===== src/rtl/capture_ctrl.sv =====
// Capture-side controller for the 3-channel trace RAM.
// Paces circular writes on each decimated sample strobe: pre-trigger fill,
// arm, wait for trigger, then tp post-trigger samples. Publishes the last
// written address (trace_end) to the dump side.
//
// state  | meaning
// -------+-------------------------------------------------------------
// IDLE   | RAM port released; waiting for an accepted cap_start
// FILL   | writing pre-trigger samples until DEPTH-tp are in the buffer
// ARMED  | writing circularly, waiting for trig_pulse
// POST   | writing post-trigger samples until tp have been written
// DONE   | single cycle: release RAM port, set cap_done, back to IDLE
`timescale 1ns/1ps
module capture_ctrl #(
  parameter int DEPTH = 512,
  parameter int AW    = $clog2(DEPTH)
) (
  input  logic          clk,
  input  logic          rst_n,
  input  logic          cap_start_i,
  input  logic          smpl_tick_i,
  input  logic          trig_pulse_i,
  input  logic [AW-1:0] trig_pos_i,
  input  logic          dump_busy_i,
  input  logic          clr_done_i,
  output logic          we_o,
  output logic          cap_en_o,
  output logic [AW-1:0] cap_addr_o,
  output logic [AW-1:0] trace_end_o,
  output logic          armed_o,
  output logic          cap_done_o
);

  typedef enum logic [2:0] {
    S_IDLE  = 3'd0,
    S_FILL  = 3'd1,
    S_ARMED = 3'd2,
    S_POST  = 3'd3,
    S_DONE  = 3'd4
  } state_t;

  localparam logic [AW-1:0] ONE = AW'(1);

  state_t        state_q, state_d;
  logic [AW-1:0] wr_ptr_q, wr_ptr_d;
  logic [AW-1:0] smpl_cnt_q, smpl_cnt_d;
  logic [AW-1:0] post_cnt_q, post_cnt_d;
  logic [AW-1:0] tp_q, tp_d;
  logic          we_q, we_d;
  logic          cap_en_q, cap_en_d;
  logic [AW-1:0] cap_addr_q, cap_addr_d;
  logic [AW-1:0] trace_end_q, trace_end_d;
  logic          armed_q, armed_d;
  logic          cap_done_q, cap_done_d;

  logic          start_ok;
  logic          restart;
  logic          active_q;
  logic          wr_fire;
  logic [AW-1:0] fill_tgt;

  // DEPTH is a power of two, so DEPTH - tp fits in AW bits as the two's complement of tp.
  assign fill_tgt = (~tp_q) + ONE;
  assign start_ok = cap_start_i & ~dump_busy_i;
  assign active_q = (state_q == S_FILL) || (state_q == S_ARMED) || (state_q == S_POST);
  // A start in DONE is dropped; that cycle only finalises the previous trace.
  assign restart  = start_ok && (state_q != S_DONE);
  // An accepted start owns its cycle: a coincident strobe is not written.
  assign wr_fire  = smpl_tick_i && active_q && !restart;

  // State and registered outputs; async reset aborts everything including trace_end.
  always_ff @(posedge clk or negedge rst_n) begin
    if (!rst_n) begin
      state_q     <= S_IDLE;
      wr_ptr_q    <= '0;
      smpl_cnt_q  <= '0;
      post_cnt_q  <= '0;
      tp_q        <= ONE;
      we_q        <= 1'b0;
      cap_en_q    <= 1'b0;
      cap_addr_q  <= '0;
      trace_end_q <= '0;
      armed_q     <= 1'b0;
      cap_done_q  <= 1'b0;
    end else begin
      state_q     <= state_d;
      wr_ptr_q    <= wr_ptr_d;
      smpl_cnt_q  <= smpl_cnt_d;
      post_cnt_q  <= post_cnt_d;
      tp_q        <= tp_d;
      we_q        <= we_d;
      cap_en_q    <= cap_en_d;
      cap_addr_q  <= cap_addr_d;
      trace_end_q <= trace_end_d;
      armed_q     <= armed_d;
      cap_done_q  <= cap_done_d;
    end
  end

  // Next-state, write pacing and output decode.
  always_comb begin
    state_d     = state_q;
    wr_ptr_d    = wr_ptr_q;
    smpl_cnt_d  = smpl_cnt_q;
    post_cnt_d  = post_cnt_q;
    tp_d        = tp_q;
    cap_en_d    = 1'b0;
    cap_addr_d  = cap_addr_q;
    trace_end_d = trace_end_q;
    cap_done_d  = cap_done_q;

    if (clr_done_i) begin
      cap_done_d = 1'b0;
    end

    if (wr_fire) begin
      cap_en_d   = 1'b1;
      cap_addr_d = wr_ptr_q;
      wr_ptr_d   = wr_ptr_q + ONE;
    end

    if (restart) begin
      state_d    = S_FILL;
      wr_ptr_d   = '0;
      smpl_cnt_d = '0;
      post_cnt_d = '0;
      tp_d       = (trig_pos_i == '0) ? ONE : trig_pos_i;
      cap_done_d = 1'b0;
    end else begin
      case (state_q)
        S_FILL: begin
          if (wr_fire) begin
            smpl_cnt_d = smpl_cnt_q + ONE;
            if (smpl_cnt_d == fill_tgt) begin
              state_d = S_ARMED;
            end
          end
        end
        S_ARMED: begin
          if (trig_pulse_i) begin
            // A coincident strobe is post sample 1; with tp==1 it completes the trace.
            if (wr_fire && (tp_q == ONE)) begin
              post_cnt_d  = ONE;
              trace_end_d = wr_ptr_q;
              state_d     = S_DONE;
            end else begin
              post_cnt_d = wr_fire ? ONE : '0;
              state_d    = S_POST;
            end
          end
        end
        S_POST: begin
          if (wr_fire) begin
            post_cnt_d = post_cnt_q + ONE;
            if (post_cnt_d == tp_q) begin
              trace_end_d = wr_ptr_q;
              state_d     = S_DONE;
            end
          end
        end
        S_DONE: begin
          state_d    = S_IDLE;
          cap_done_d = 1'b1;
        end
        default: begin
          state_d = S_IDLE;
        end
      endcase
    end

    // The RAM port stays owned through the cycle carrying the final write.
    we_d    = (state_d == S_FILL) || (state_d == S_ARMED) || (state_d == S_POST) || cap_en_d;
    armed_d = (state_d == S_ARMED);
  end

  assign we_o        = we_q;
  assign cap_en_o    = cap_en_q;
  assign cap_addr_o  = cap_addr_q;
  assign trace_end_o = trace_end_q;
  assign armed_o     = armed_q;
  assign cap_done_o  = cap_done_q;

endmodule


===== config.mk =====
export PLATFORM = sky130hd
export DESIGN_NAME = capture_ctrl
export DESIGN_NICKNAME = d
export VERILOG_FILES = /design/src/rtl/capture_ctrl.sv
export SDC_FILE = /design/constraint.sdc
export NUM_CORES = 1
export LEC_CHECK = 0
export ABC_CLOCK_PERIOD_IN_PS = 6900
export CORE_MARGIN = 10
export CORE_UTILIZATION = 61
export CTS_CLUSTER_SIZE = 24
export DETAILED_ROUTE_END_ITERATION = 8
export PLACE_DENSITY_LB_ADDON = 0.15
export SLEW_MARGIN = 30
export SYNTH_ARGS = -nofsm -noshare
export SYNTH_HDL_FRONTEND = slang
export SYNTH_SLANG_ARGS = --single-unit

===== constraint.sdc =====
create_clock -name clk -period 6.9 [get_ports clk]
set_input_delay 2.07 -clock clk [delete_from_list [all_inputs] [get_ports clk]]
set_output_delay 2.07 -clock clk [all_outputs]
set_load 0.02 [all_outputs]

Word-level counts from Yosys, hierarchy flattened
Cells that the tools add are included.
- $add $sub $neg: 4
- multiply operators: 0
- div/mod/pow operators: 0
- magnitude comparators: 0
- eq/ne operators: 17
- shift-type cells: 0
- muxes and demuxes: 29
- bitwise operators: 4
- reduce and logical (&&, ||, !) cells: 19
- operator list (operator ; count):
    9-bit 2-to-1 mux ; 13
    9-bit by 1-bit adder with 9-bit output, second input constant ; 4
    9-bit case mux with 2 select lines ; 2
    3-bit 2-to-1 mux ; 7
    9-bit equality test ; 2
    3-bit by 2-bit equality test with 1-bit output, second input constant ; 4
    9-bit by 1-bit equality test with 1-bit output, second input constant ; 1
    9-bit logical NOT ; 1
    3-bit != test, second input constant ; 3
    9-bit NOT ; 1
    3-bit case mux with 3 select lines ; 1
    3-bit by 1-bit equality test with 1-bit output, second input constant ; 2
    1-bit 2-to-1 mux ; 6
    6-bit AND reduction ; 1
    2-bit nonzero test ; 3
    3-bit nonzero test ; 2
    1-bit logical OR ; 5
    1-bit logical AND ; 4
    2-bit by 1-bit != test with 1-bit output, second input constant ; 2
    2-bit != test, second input constant ; 2
    3-bit equality test, second input constant ; 1
    3-bit AND reduction ; 1
    1-bit NOT ; 2
    2-bit AND reduction ; 1
    other kinds (2) ; 2
- register bits: 61
- latch bits: 0
- bits in writable memories: 0
- ROM bits: 0
- bits of input ports: 16
- output and inout port bits: 22
- word-level logic and storage cells: 84
- memories: 0

Logic depth before layout (Yosys ltp)
- word-level depth: 14
- mapped depth: 10
- depth with buffers taken out: 9

Least setup slack after synthesis
OpenSTA, ideal clock, no wires.
- kind: input-to-reg
- start point: in cap_start_i
- end point: reg trace_end_q[0], in the netlist trace_end_o[0]
- library setup time: 125 ps
- data arrival time: 3707 ps
- data required time: 6775 ps
- path slack: 3069 ps
- stages: 8
- path buffers: 1
- cells stage by stage: nor2b_1 > or3_1 > buf_6 > clkinv_1 > nand4_1 > nor4_4 > a21oi_4 > mux2_2
- word-level cells in the longest chain between the ends: 7
- elaborated cells between the ends (all ways): 9
- classes of those cells: eq/ne (2); bitwise (2); reduce/logical (5)
- RTL lines (element ; line ; text):
    start, declared ; 20 ; input logic cap_start_i,
    1-bit AND (*) ; 64 ; assign start_ok = cap_start_i & ~dump_busy_i;
    1-bit logical AND (*) ; 67 ; assign restart = start_ok && (state_q != S_DONE);
    1-bit logical NOT ; 69 ; assign wr_fire = smpl_tick_i && active_q && !restart;
    1-bit logical AND ; 69 ;
    1-bit logical AND ; 142 ; if (wr_fire && (tp_q == ONE)) begin
    2-bit by 1-bit != test with 1-bit output (no line) ; -- ;
    6-bit AND reduction (no line) (*) ; -- ;
    end signal, assigned ; 94 ; trace_end_q <= trace_end_d;
    end, declared ; 52 ; logic [AW-1:0] trace_end_q, trace_end_d;
Every way passes the cells marked *; elsewhere a longest branch is shown, timed or not.
A chain may end at the register's enable or synchronous reset.

Worst setup path in the final report
- start point: in cap_start_i
- end point: reg trace_end_q[5], in the netlist trace_end_o[5]
Same word-level chain as after synthesis.

==> key figures <==
GRT
  – GR Overflow Total: 0
  – Vias in the first global route: 2,666
  – Total track usage: 0.183
  – Initial antenna violation count: 0
  – Largest net degree at the start of global routing: 62
  – First-pass GRT wire length: 13,100 um

Worst hold path
  – Worst hold-check path type: register to register
  – Hold Startpoint: cap_addr_o[3]
  – Worst Hold Path Cells: 2
  – Hold EP: cap_addr_o[3]

Synth
  – Synthesized net count: 384
  – Sequential-to-total area share from yosys stat: 0.440
  – #FFs+latches synth: 61
  – Synthesized instance count: 363
  – YS warnings: 0
  – Avg Cell Area, Syn: 9.57 sq um
  – Post-synth EDFFs: 0
  – Post-synth top flop: dfrtp_1
  – Post-synth ARST share: 1.00
  – Synthesized cell area: 3470 sq um
  – Distinct cells, synth: 58

Timing
  – Setup ws final: 2.12 ns
  – Final Skew: 0.00998 ns
  – Fin crit period: 4.78 ns
  – Max frequency: 0.209 GHz
  – Hold Fails Final Rpt: 0
  – Fin crit share: 0.692
  – Least-Margin Pin Slew: 0.759 ns
  – Setup violators final: 0
  – Final Max Slew Viols: 0
  – Rel. slew slack: 0.494
  – RSZ-0062 raised after global routing: no
  – Final setup TNS: 0 ns

Worst setup path
  – Cell chain of the critical path: clkdlybuf4s50_1 > nor2b_1 > or3_1 > clkinv_1 > nand4_1 > nor4_4 > a21oi_4 > mux2_2
  – Critical path data arrival time: 5.00 ns
  – Capturing point of the worst reg2reg path: trace_end_o[5]
  – Critical Path RT: 7.13 ns
  – Startpoint Class: input pin
  – Crit-path max FO: 17
  – Reg2reg start: state_q[0]
  – Top delay family on crit path: simple AND/OR/NAND/NOR gates
  – CP Class: input pin to register
  – CP max stage delay: 0.57 ns
  – CP endpoint kind: register
  – Critical path buffers and inverters: 2
  – Reg2reg path depth: 7
  – Reg2Reg Setup Slack: 3.97 ns
  – Crit path max-delay cell type: clkinv_1

Place
  – Post-DP HPWL: 5660 um
  – RD Place Congestion: 0.859
  – Placement Setup Slack: 1.83 ns
  – Port bufs: 37

Final layout
  – ANT cells: 0
  – Nets@finish: 418
  – Share of layout cells above drive strength 1: 0.122
  – Layout fillers: 400
  – Syn-to-layout area delta: 16.5%

CTS
  – H-tree depth: 3
  – Hold Buf Count CTS: 0
  – Root buffer cell: clkbuf_8
  – Clock latency at the later pin of the worst-skew pair: 0.35 ns
  – Reg clk slew, reported paths: 0.07 ns
  – CTS Sinks: 61
  – Setup repair bufs after CTS: 0
  – Clk buf depth: 2
  – Num CTS Buffers: 9
  – CTS tree: yes
  – Resized cells post-CTS: 0

Power and ir drop
  – Worst vdd ir: 0.162 mV
  – Net Switching: 288 uW
  – P_leak: 0.00177 uW
  – Int Power: 673 uW
  – Combinational share of power: 0.201
  – Clock power frac: 0.344
  – Sw frac: 0.300
  – Sequential share of power: 0.455
  – Cell area power density: 237 nW/um^2

Floorplanning
  – Core Area: 5510 sq um
  – IO Count: 38
  – Rows: 27
  – Die ar.: 9110 sq um
  – Initial Util: 0.631
  – DIE HEIGHT: 95.5 um
  – Die X: 95.5 um

Routing
  – Routed Wire Length: 7930 um
  – DR WL/cell: 16.7 um
  – Antenna-violating nets left: 0
  – DR vias: 2,730
  – Via density: 5.76
  – Starting DRT DRC Count: 112
  – Drt pass-1 iters: 4
  – # DRC: 0

Run
  – Max_cap viols: 0

Outcome
  – Outcome: completed
-- per-layer routing --
| layer | track usage | share of wire | routed length (um) |
|---|---|---|---|
| met4 | 0.0737 | 0.016 | 129 |
| met5 | 0 | 0 | 0 |
| met1 | 0.234 | 0.44 | 3460 |
| met2 | 0.297 | 0.50 | 3930 |
| met3 | 0.0346 | 0.052 | 414 |
-- cells in the mapped netlist (all sizes together) (2+ instances only) --
cell type | n | area, sq um
o21a | 2 | 15.0
nand2 | 55 | 206
inv | 6 | 22.5
dfrtp | 60 | 1500
mux2 | 15 | 169
or3 | 11 | 68.8
nor2b | 4 | 25.0
and4b | 2 | 21.3
nor3 | 7 | 35.0
nand4 | 8 | 65.1
a21oi | 13 | 76.3
xor2 | 16 | 140
nand2b | 5 | 31.3
o21ai | 23 | 115
o41ai | 2 | 17.5
and2 | 2 | 13.8
ha | 5 | 62.6
nand3 | 10 | 55.1
nor3b | 2 | 15.0
o31ai | 3 | 22.5
nor4 | 4 | 40.0
nor2 | 39 | 146
xnor2 | 27 | 236
and3 | 7 | 46.3
clkbuf | 13 | 83.8
buf | 2 | 15.0
-- layout make-up --
| class | count | area [sq um] | share of cell area |
|---|---|---|---|
| Clock buffer | 12 | 155 | 0.0383 |
| Tap cell | 72 | 90.1 | 0.0222 |
| Clock inverter | 4 | 56.3 | 0.0139 |
| Inverter | 7 | 26.3 | 0.00649 |
| Multi-Input combinational cell | 279 | 1810 | 0.448 |
| Timing Repair Buffer | 39 | 380 | 0.0939 |
| Sequential cell | 61 | 1530 | 0.377 |
-- stage by stage --
step           total power, uW  utilization  instance area [sq um]  instances  hold slack [ns]
3_5_place_dp               636        0.697                   3840        458            0.467
5_1_grt                   1010        0.735                   4050        474            0.524
2_1_floorplan              578            -                   3470        363            0.470
6_report                   961        0.735                   4050        474            0.485
3_3_place_gp               631        0.697                   3840        458            0.464
4_1_cts                    966        0.735                   4050        474            0.484
-- worst min-delay path, stage by stage, from the launching register on --
cell and delay (ns):
dfrtp_1 0.35, nand2_1 0.05, nand2_1 0.05
-- power groups by stage --
stage	registers, uW	clock network, uW	logic [uW]
detailed placement	443	0	193
global route	442	353	215
floorplan	429	0	149
global placement	442	0	189
CTS	436	335	194
finish	437	331	193
-- flip-flops by register name, indices dropped and copies added (netlist names) --
signal / cells
cap_addr_o: 9
cap_en_o: 1
cap_done_o: 1
armed_o: 1
state_q: 3
we_o: 1
trace_end_o: 9
tp_q: 9
smpl_cnt_q: 9
post_cnt_q: 9
wr_ptr_q: 9
-- kinds of logic (layout without fill, tap and decap cells) --
kind of cell	count (synthesis)	in the layout	synth area share
multiplexers	16	16	0.0515
XOR/XNOR	45	45	0.122
buffers and inverters	23	62	0.0392
flip-flops	61	61	0.440
AO/OA/AOI/OAI	53	53	0.0983
AND/OR/NAND/NOR	160	160	0.232
adder cells (fa/ha/maj)	5	5	0.0180
-- layout by cell type (no fill, tap or decap), types with 3 or more instances in the layout --
cell type,count
o31ai_1,3
a21oi_1,12
o21ai_0,22
ha_1,5
dfrtp_1,60
clkinv_4,3
nor3_1,7
inv_1,6
or3_1,11
xnor2_1,27
nand3_1,9
xor2_1,16
nand4_1,7
mux2_2,15
clkdlybuf4s50_1,36
and3_1,5
nor2b_1,4
nand2_1,55
nand2b_1,5
nor2_1,38
nor4_1,3
clkbuf_8,11
-- worst max-delay path by stage --
| stage | start | endpoint | slack, ns | cells past startpoint |
|---|---|---|---|---|
| 2_1_floorplan | cap_start_i | trace_end_o[0] | 3.07 | 8 |
| 3_3_place_gp | cap_start_i | trace_end_o[6] | 1.94 | 8 |
| 3_5_place_dp | cap_start_i | trace_end_o[5] | 1.83 | 8 |
| 4_1_cts | cap_start_i | trace_end_o[5] | 2.17 | 8 |
| 5_1_grt | cap_start_i | trace_end_o[5] | 1.95 | 8 |
| 6_report | cap_start_i | trace_end_o[5] | 2.12 | 8 |
Note: power is estimated with default switching activity, not from simulation.
